## src/rtl/rx_sequencer.sv

```systemverilog
// rx_sequencer: control unit for the serial receive path.
//   Takes the already-synchronized serial line, detects the start bit,
//   samples every bit in the middle of its period, assembles the frame
//   LSB-first and presents the byte through a ready/read handshake.
//   The macro RX_PARITY_EN adds an even-parity bit between the data bits
//   and the stop bit. Without it, parity_error is tied low.
// Ports:
//   clk           - system clock, all logic on posedge
//   n_rst         - synchronous active-low reset
//   serial_in     - synchronized serial line, idle high
//   data_read     - consumer acknowledges rx_data this cycle
//   rx_data       - last good frame, LSB = first bit received
//   data_ready    - rx_data valid and not yet read
//   framing_error - last frame had stop bit = 0
//   overrun_error - an unread frame was overwritten
//   parity_error  - last frame failed even parity (RX_PARITY_EN only)
//   busy          - FSM is in any state other than IDLE
// Handshake: data_ready is the valid flag and data_read is the
//   acknowledge. A data_read while data_ready=1 consumes the byte, and
//   data_ready drops on the following cycle. A data_read while
//   data_ready=0 is ignored. A new frame never waits for the consumer;
//   it overwrites the old byte and raises overrun_error instead.
module rx_sequencer #(
  parameter int CLKS_PER_BIT = 10,
  parameter int DATA_BITS    = 8
) (
  input  logic                 clk,
  input  logic                 n_rst,
  input  logic                 serial_in,
  input  logic                 data_read,
  output logic [DATA_BITS-1:0] rx_data,
  output logic                 data_ready,
  output logic                 framing_error,
  output logic                 overrun_error,
  output logic                 parity_error,
  output logic                 busy
);

  localparam int CW = $clog2(CLKS_PER_BIT);
  localparam int BW = $clog2(DATA_BITS + 1);

  localparam logic [CW-1:0] CNT_LAST = CW'(CLKS_PER_BIT - 1);
  // The counter reloads to 0 on the cycle after the edge, so the mid-start
  // sample falls at count HALF-1.
  localparam logic [CW-1:0] CNT_HALF = CW'(CLKS_PER_BIT / 2 - 1);
  localparam logic [BW-1:0] BIT_LAST = BW'(DATA_BITS - 1);

  localparam logic [2:0] ST_IDLE   = 3'd0;
  localparam logic [2:0] ST_START  = 3'd1;
  localparam logic [2:0] ST_DATA   = 3'd2;
  localparam logic [2:0] ST_STOP   = 3'd4;
  localparam logic [2:0] ST_LOAD   = 3'd5;
`ifdef RX_PARITY_EN
  localparam logic [2:0] ST_PARITY = 3'd3;
`endif

  logic [2:0]           state_q, state_d;
  logic [CW-1:0]        cnt_q, cnt_d;
  logic [BW-1:0]        bit_q, bit_d;
  logic [DATA_BITS-1:0] shift_q, shift_d;
  logic                 serial_in_q;
  logic [DATA_BITS-1:0] rx_data_q, rx_data_d;
  logic                 data_ready_q, data_ready_d;
  logic                 framing_q, framing_d;
  logic                 overrun_q, overrun_d;
`ifdef RX_PARITY_EN
  logic                 parity_q, parity_d;
  logic                 par_bad_q, par_bad_d;
`endif

  always_comb begin
    state_d      = state_q;
    cnt_d        = (cnt_q == CNT_LAST) ? '0 : cnt_q + CW'(1);
    bit_d        = bit_q;
    shift_d      = shift_q;
    rx_data_d    = rx_data_q;
    data_ready_d = data_ready_q;
    framing_d    = framing_q;
    overrun_d    = overrun_q;
`ifdef RX_PARITY_EN
    parity_d     = parity_q;
    par_bad_d    = par_bad_q;
`endif

    // Consumer acknowledge; LOAD below may re-assert both flags.
    if (data_read && data_ready_q) begin
      data_ready_d = 1'b0;
      overrun_d    = 1'b0;
    end

    case (state_q)
      ST_IDLE: begin
        if (!serial_in && serial_in_q) begin
          state_d = ST_START;
          cnt_d   = '0;
        end
      end
      ST_START: begin
        if (cnt_q == CNT_HALF) begin
          cnt_d = '0;
          if (!serial_in) begin
            state_d   = ST_DATA;
            bit_d     = '0;
            framing_d = 1'b0;
`ifdef RX_PARITY_EN
            parity_d  = 1'b0;
`endif
          end else begin
            state_d = ST_IDLE;
          end
        end
      end
      ST_DATA: begin
        if (cnt_q == CNT_LAST) begin
          cnt_d                 = '0;
          shift_d               = shift_q >> 1;
          shift_d[DATA_BITS-1]  = serial_in;
          bit_d                 = bit_q + BW'(1);
          if (bit_q == BIT_LAST) begin
`ifdef RX_PARITY_EN
            state_d = ST_PARITY;
`else
            state_d = ST_STOP;
`endif
          end
        end
      end
`ifdef RX_PARITY_EN
      ST_PARITY: begin
        if (cnt_q == CNT_LAST) begin
          cnt_d     = '0;
          par_bad_d = (^shift_q) ^ serial_in;
          state_d   = ST_STOP;
        end
      end
`endif
      ST_STOP: begin
        if (cnt_q == CNT_LAST) begin
          cnt_d = '0;
          if (serial_in) begin
            state_d = ST_LOAD;
          end else begin
            framing_d = 1'b1;
            state_d   = ST_IDLE;
          end
        end
      end
      ST_LOAD: begin
        rx_data_d    = shift_q;
        data_ready_d = 1'b1;
        if (data_ready_q && !data_read) overrun_d = 1'b1;
`ifdef RX_PARITY_EN
        parity_d     = par_bad_q;
`endif
        state_d      = ST_IDLE;
      end
      default: state_d = ST_IDLE;
    endcase
  end

  always_ff @(posedge clk) begin
    if (!n_rst) begin
      state_q      <= ST_IDLE;
      cnt_q        <= '0;
      bit_q        <= '0;
      shift_q      <= '0;
      serial_in_q  <= 1'b1;
      rx_data_q    <= '0;
      data_ready_q <= 1'b0;
      framing_q    <= 1'b0;
      overrun_q    <= 1'b0;
`ifdef RX_PARITY_EN
      parity_q     <= 1'b0;
      par_bad_q    <= 1'b0;
`endif
    end else begin
      state_q      <= state_d;
      cnt_q        <= cnt_d;
      bit_q        <= bit_d;
      shift_q      <= shift_d;
      serial_in_q  <= serial_in;
      rx_data_q    <= rx_data_d;
      data_ready_q <= data_ready_d;
      framing_q    <= framing_d;
      overrun_q    <= overrun_d;
`ifdef RX_PARITY_EN
      parity_q     <= parity_d;
      par_bad_q    <= par_bad_d;
`endif
    end
  end

  assign rx_data       = rx_data_q;
  assign data_ready    = data_ready_q;
  assign framing_error = framing_q;
  assign overrun_error = overrun_q;
  assign busy          = (state_q != ST_IDLE);
`ifdef RX_PARITY_EN
  assign parity_error  = parity_q;
`else
  assign parity_error  = 1'b0;
`endif

endmodule

```

## config.mk

```make
export PLATFORM = sky130hd
export DESIGN_NAME = rx_sequencer
export DESIGN_NICKNAME = d
export VERILOG_FILES = /design/src/rtl/rx_sequencer.sv
export SDC_FILE = /design/constraint.sdc
export NUM_CORES = 1
export LEC_CHECK = 0
export BUFFER_PORTS_ARGS = -buffer_cell sky130_fd_sc_hd__buf_2
export CORE_ASPECT_RATIO = 1.2
export CORE_UTILIZATION = 56
export CTS_CLUSTER_SIZE = 25
export DETAILED_ROUTE_END_ITERATION = 12
export PLACE_DENSITY_LB_ADDON = 0.2
export SYNTH_ARGS = -nofsm -noshare
export SYNTH_HDL_FRONTEND = slang
export SYNTH_SLANG_ARGS = --single-unit
```

## constraint.sdc

```tcl
create_clock -name clk -period 2 [get_ports clk]
set_input_delay 0.4 -clock clk [delete_from_list [all_inputs] [get_ports clk]]
set_output_delay 0.4 -clock clk [all_outputs]
set_load 0.01 [all_outputs]
```

# == After elaboration in Yosys (flattened, before gate mapping) ==
# Cells that the tools add are included.
# totals
register_bits,31
output_inout_bits,13
in_bits,4
word_cells,67
# op_classes
eq_ne,14
n_reduce_logical,15
muxes,27
add_sub_neg,2
# ops
cell,count
4-bit two-way mux,7
3-bit two-way mux,6
"2-bit inequality test, second input constant",7
3-bit one-hot mux with 4 select lines,1
4-bit one-hot mux with 3 select lines,1
5-bit AND reduction,2
1-bit two-way mux,9
"4-bit by 1-bit adder with 4-bit output, second input constant",2
"4-bit by 3-bit == test with 1-bit output, second input constant",2
4-bit one-hot mux with 2 select lines,1
"3-bit == test, second input constant",2
2-bit nonzero test,3
"4-bit == test, second input constant",1
4-bit AND reduction,1
"3-bit by 1-bit == test with 1-bit output, second input constant",1
"3-bit by 2-bit == test with 1-bit output, second input constant",1
1-bit logical AND,3
3-bit zero test,1
3-bit nonzero test,1
1-bit zero test,2
2-bit two-way mux,1
1-bit one-hot mux with 2 select lines,1
2-bit AND reduction,1
2-bit OR reduction,1

# == Logic depth before layout (Yosys ltp) ==
# depth
word_depth,4
mapped_depth,6
depth_no_buf,5

# == Least setup slack after synthesis ==
# No wires, ideal clock.
# synth_timing
kind,register to register
start,reg cnt_q[0]
end,reg state_q[2]
slack_ps,505
stages_incl_launch_ff,5
synth_period_minus_slack_ps,1495
t_arrival_ps,1415
required_time_ps,1920
path_cell_list,dfxtp_1 > ha_1 > nand3b_2 > or4_1 > a211oi_2
# synth_between
elab_chain_len,3
elab_cells_between_ends,6
classes_between,5 x eq/ne; 1 x reduce/logical
# synth_rtl
element,line_no,source
"start, declared",58,"logic [CW-1:0] cnt_q, cnt_d;"
"start signal, assigned",178,cnt_q <= cnt_d;
4-bit by 3-bit == test with 1-bit output or 4-bit == test (tied branches),"99, 114, 138",
2-bit inequality test (no line),n/a,
5-bit AND reduction (no line) *,n/a,
"end signal, assigned",177,state_q <= state_d;
"end, declared",57,"logic [2:0] state_q, state_d;"
# Every way passes the cells marked *; elsewhere a longest branch is shown, timed or not.
# A chain may end at the register's enable or synchronous reset.

# == Worst setup path after layout ==
# layout_timing
start,reg state_q[0]
end,out busy
# layout_between
elab_chain_len,1
# layout_rtl
element,line_no,source
3-bit nonzero test,197,assign busy = (state_q != ST_IDLE);
"end, declared",36,output logic busy
# No other way between the ends.

==> summary.txt <==
Run status
  • Outcome: complete, no violations

Route
  • Total Wirelength: 2.83 mm
  • Pre-antenna DRT Iters: 4
  • Antenna-violating nets left: 0
  • Wire length per cell: 13.9 microns
  • Iteration-0 DRC Markers: 23
  • DR DRC count: 0
  • Vias/cell: 5.87
  • Total number of vias: 1,192

Setup path
  • Setup CP Type: reg2out
  • Worst EP required: 1.60 ns
  • FF-to-FF End: bit_q[3]$_SDFFE_PN0P_
  • Worst setup SP type: flip-flop
  • Reg2reg start: cnt_q[0]$_SDFF_PN0_
  • Worst setup path endpoint: busy
  • Max FO, Critical Path: 11
  • Crit. Startpoint: state_q[0]$_SDFFE_PN0P_
  • Flop-to-flop setup slack: 0.36 ns
  • CP endpoint kind: output port
  • Worst Path Arrival: 1.46 ns
  • Worst reg-to-reg path cell count: 4

STA
  • PnR worst setup slack: roughly 0.14 ns
  • Slew Viols, Final: 0
  • Setup TNS: 0 ns
  • Maximum operating frequency: ~0.54 GHz
  • RSZ-0062 raised after global routing: no
  • Final worst path period share: 93.1%
  • Worst-margin pin slew: 0.616 ns
  • Setup Skew: 0.0101 ns
  • Final hold violation count: 0
  • Slew margin rel.: roughly three fifths
  • Final setup violation count: 0
  • Post-layout minimum cycle time: 1.86 ns

Placed design
  • Gpl congestion: 0.755
  • Post-place setup slack: roughly 0.35 ns
  • Buffers on Ports: 15
  • Dpl hpwl: 1.96 mm

CTS
  • Post-CTS sizing: 0
  • H-tree depth: 2
  • Clk slew on worst S/H paths: 0.10 ns
  • # clock sinks: 31
  • Post-CTS Setup Bufs: 0
  • Clock Path Buffers: 2
  • Skew-Pair Late Insertion Delay: 0.33 ns
  • Hold-fix buffers, CTS: 0
  • CTS tree: yes
  • Total CTS buffers: 5
  • Root Buffer: clkbuf_4

Power
  • Peak VDD IR: 0.874 mV
  • Static Leak: 0.000564 uW
  • Power Density: 784 nW/um^2

Synth
  • Mean post-synth cell area: approximately 8.8 sq um
  • Distinct cells, synth: 37
  • Cells after Synth: between 150 and 200
  • Post-synth EDFFs: 0
  • Post-Syn Nets: 165
  • Flop and latch count out of synthesis: 31
  • Sequential cell area fraction in the yosys report: 44.8%
  • Yosys warns: 0
  • Synth Cell Area: 1390 sq um
  • Ys flop type: dfxtp_1
  • Synth async-reset ratio: 0%

Finish
  • Syn-to-layout area delta: 12.2%
  • Nets: 179
  • Diodes inserted: 0
  • Final design utilization: 67.4%
  • Share of post-route cells with drive strength above 1: 19.2%

Global route
  • Gr usage total: 25.8%
  • First-pass GRT wire length: about 5 mm
  • Largest net degree at the start of global routing: 21
  • Vias in the first global route: around 1,200
  • Antenna violations before repair: 0
  • Gr ovfl total: 0

Hold path
  • Hold Crit Class: in2reg

Die
  • Initial Util: 60.1%
  • Row cnt: 19
  • Die height: about 57 microns
  • I/O pins: 17
  • Die area: 2680 sq um
  • Die Width: 47.4 microns
  • Core ar.: between 2000 and 2500 sq um

Run
  • Max_cap viols: 0
==> where the power goes <==
part	total (uW)	internal, uW	switching [uW]	leakage [uW]
Sequential	637	625	12.2	0.000251
Combinational	70.8	29.5	41.3	0.000265
Clock	511	295	216	0.0000482
==> per-stage QoR <==
stage	hold WS, ns	cell area, sq um	std cells	total power, uW
6_report	0.250	1560	203	1220
3_3_place_gp	0.441	1470	195	719
4_1_cts	0.242	1560	203	1230
3_5_place_dp	0.444	1470	195	722
5_1_grt	0.234	1560	203	1270
2_1_floorplan	0.453	1390	157	701
==> cells in the mapped netlist, types with 2 or more instances <==
cell type | number | area (sq um)
o31ai_1 | 2 | 15.0
clkbuf_1 | 5 | 18.8
buf_2 | 4 | 20.0
nand2b_1 | 4 | 25.0
ha_1 | 4 | 50.1
a21oi_1 | 22 | 110
nor3_1 | 4 | 20.0
nor2_1 | 2 | 7.51
o21ai_0 | 11 | 55.1
or4_1 | 3 | 22.5
a31oi_1 | 2 | 12.5
or3_1 | 3 | 18.8
nand3_1 | 19 | 95.1
inv_1 | 6 | 22.5
dfxtp_1 | 31 | 621
nor2b_1 | 2 | 12.5
nand2_1 | 12 | 45.0
nand3b_1 | 2 | 15.0
==> final cells by class <==
type                    instances  area [sq um]
well taps                      31          38.8
multi-input cells             108           682
flip-flops and latches         31           621
clock inverters                 2          35.0
inverters                       6          22.5
repair buffers                 19           105
clock buffers                   6          51.3
fillers                       227           751
==> worst min-delay path by stage <==
stage / start / end / depth (start not counted)
after CTS: data_read / flip-flop / 2
after detailed placement: rx_data[1]$_SDFFE_PN0P_ / rx_data[1]$_SDFFE_PN0P_ / 2
final: data_read / flip-flop / 2
after global routing: data_read / flip-flop / 2
after floorplan: shift_q[5]$_SDFFE_PN0P_ / rx_data[5]$_SDFFE_PN0P_ / 2
after global placement: rx_data[3]$_SDFFE_PN0P_ / rx_data[3]$_SDFFE_PN0P_ / 2
==> state kept, by name (all words and copies together), names as in the netlist, named ones only <==
register / cells
bit_q: 4
cnt_q: 4
data_ready: 1
framing_error: 1
rx_data: 8
serial_in_q: 1
shift_q: 8
state_q: 3
==> placed cells by master (no fill, tap or decap), types with 2 or more instances in the layout <==
cell	instances
buf_2	15
clkbuf_4	5
a31oi_1	2
nand3b_1	2
ha_1	4
nor3_1	4
dfxtp_1	31
nor2b_1	2
o31ai_1	2
buf_4	4
nand3_1	19
inv_1	6
or3_1	3
a21oi_1	22
or4_1	3
nand2b_1	4
nor2_1	2
o21ai_0	11
nand2_1	12
==> worst max-delay path: stages (launching register included) <==
cell,delay [ns]
dfxtp_1,0.42
buf_4,0.23
or3_1,0.34
buf_2,0.14
==> routing by layer <==
metal / up-vias / track usage [%] / share of wire [%]
met5: - / 0 / 0
met4: 0 / 10.6 / 1.5
met3: 4 / 9.65 / 3.3
met2: 16 / 40.9 / 51
met1: 582 / 30.2 / 44
li1: 590 / - / -
==> logic make-up after synthesis <==
group | count (synthesis) | share of synthesized area (%)
simple gates | 57 | 24.5
compound gates | 44 | 19.5
flops | 31 | 44.8
buf+inv | 18 | 6.05
fa+ha+maj | 4 | 3.61
xor+xnor | 2 | 1.26
other cells | 1 | 0.270
No activity file was read; power rests on OpenSTA's default activity.
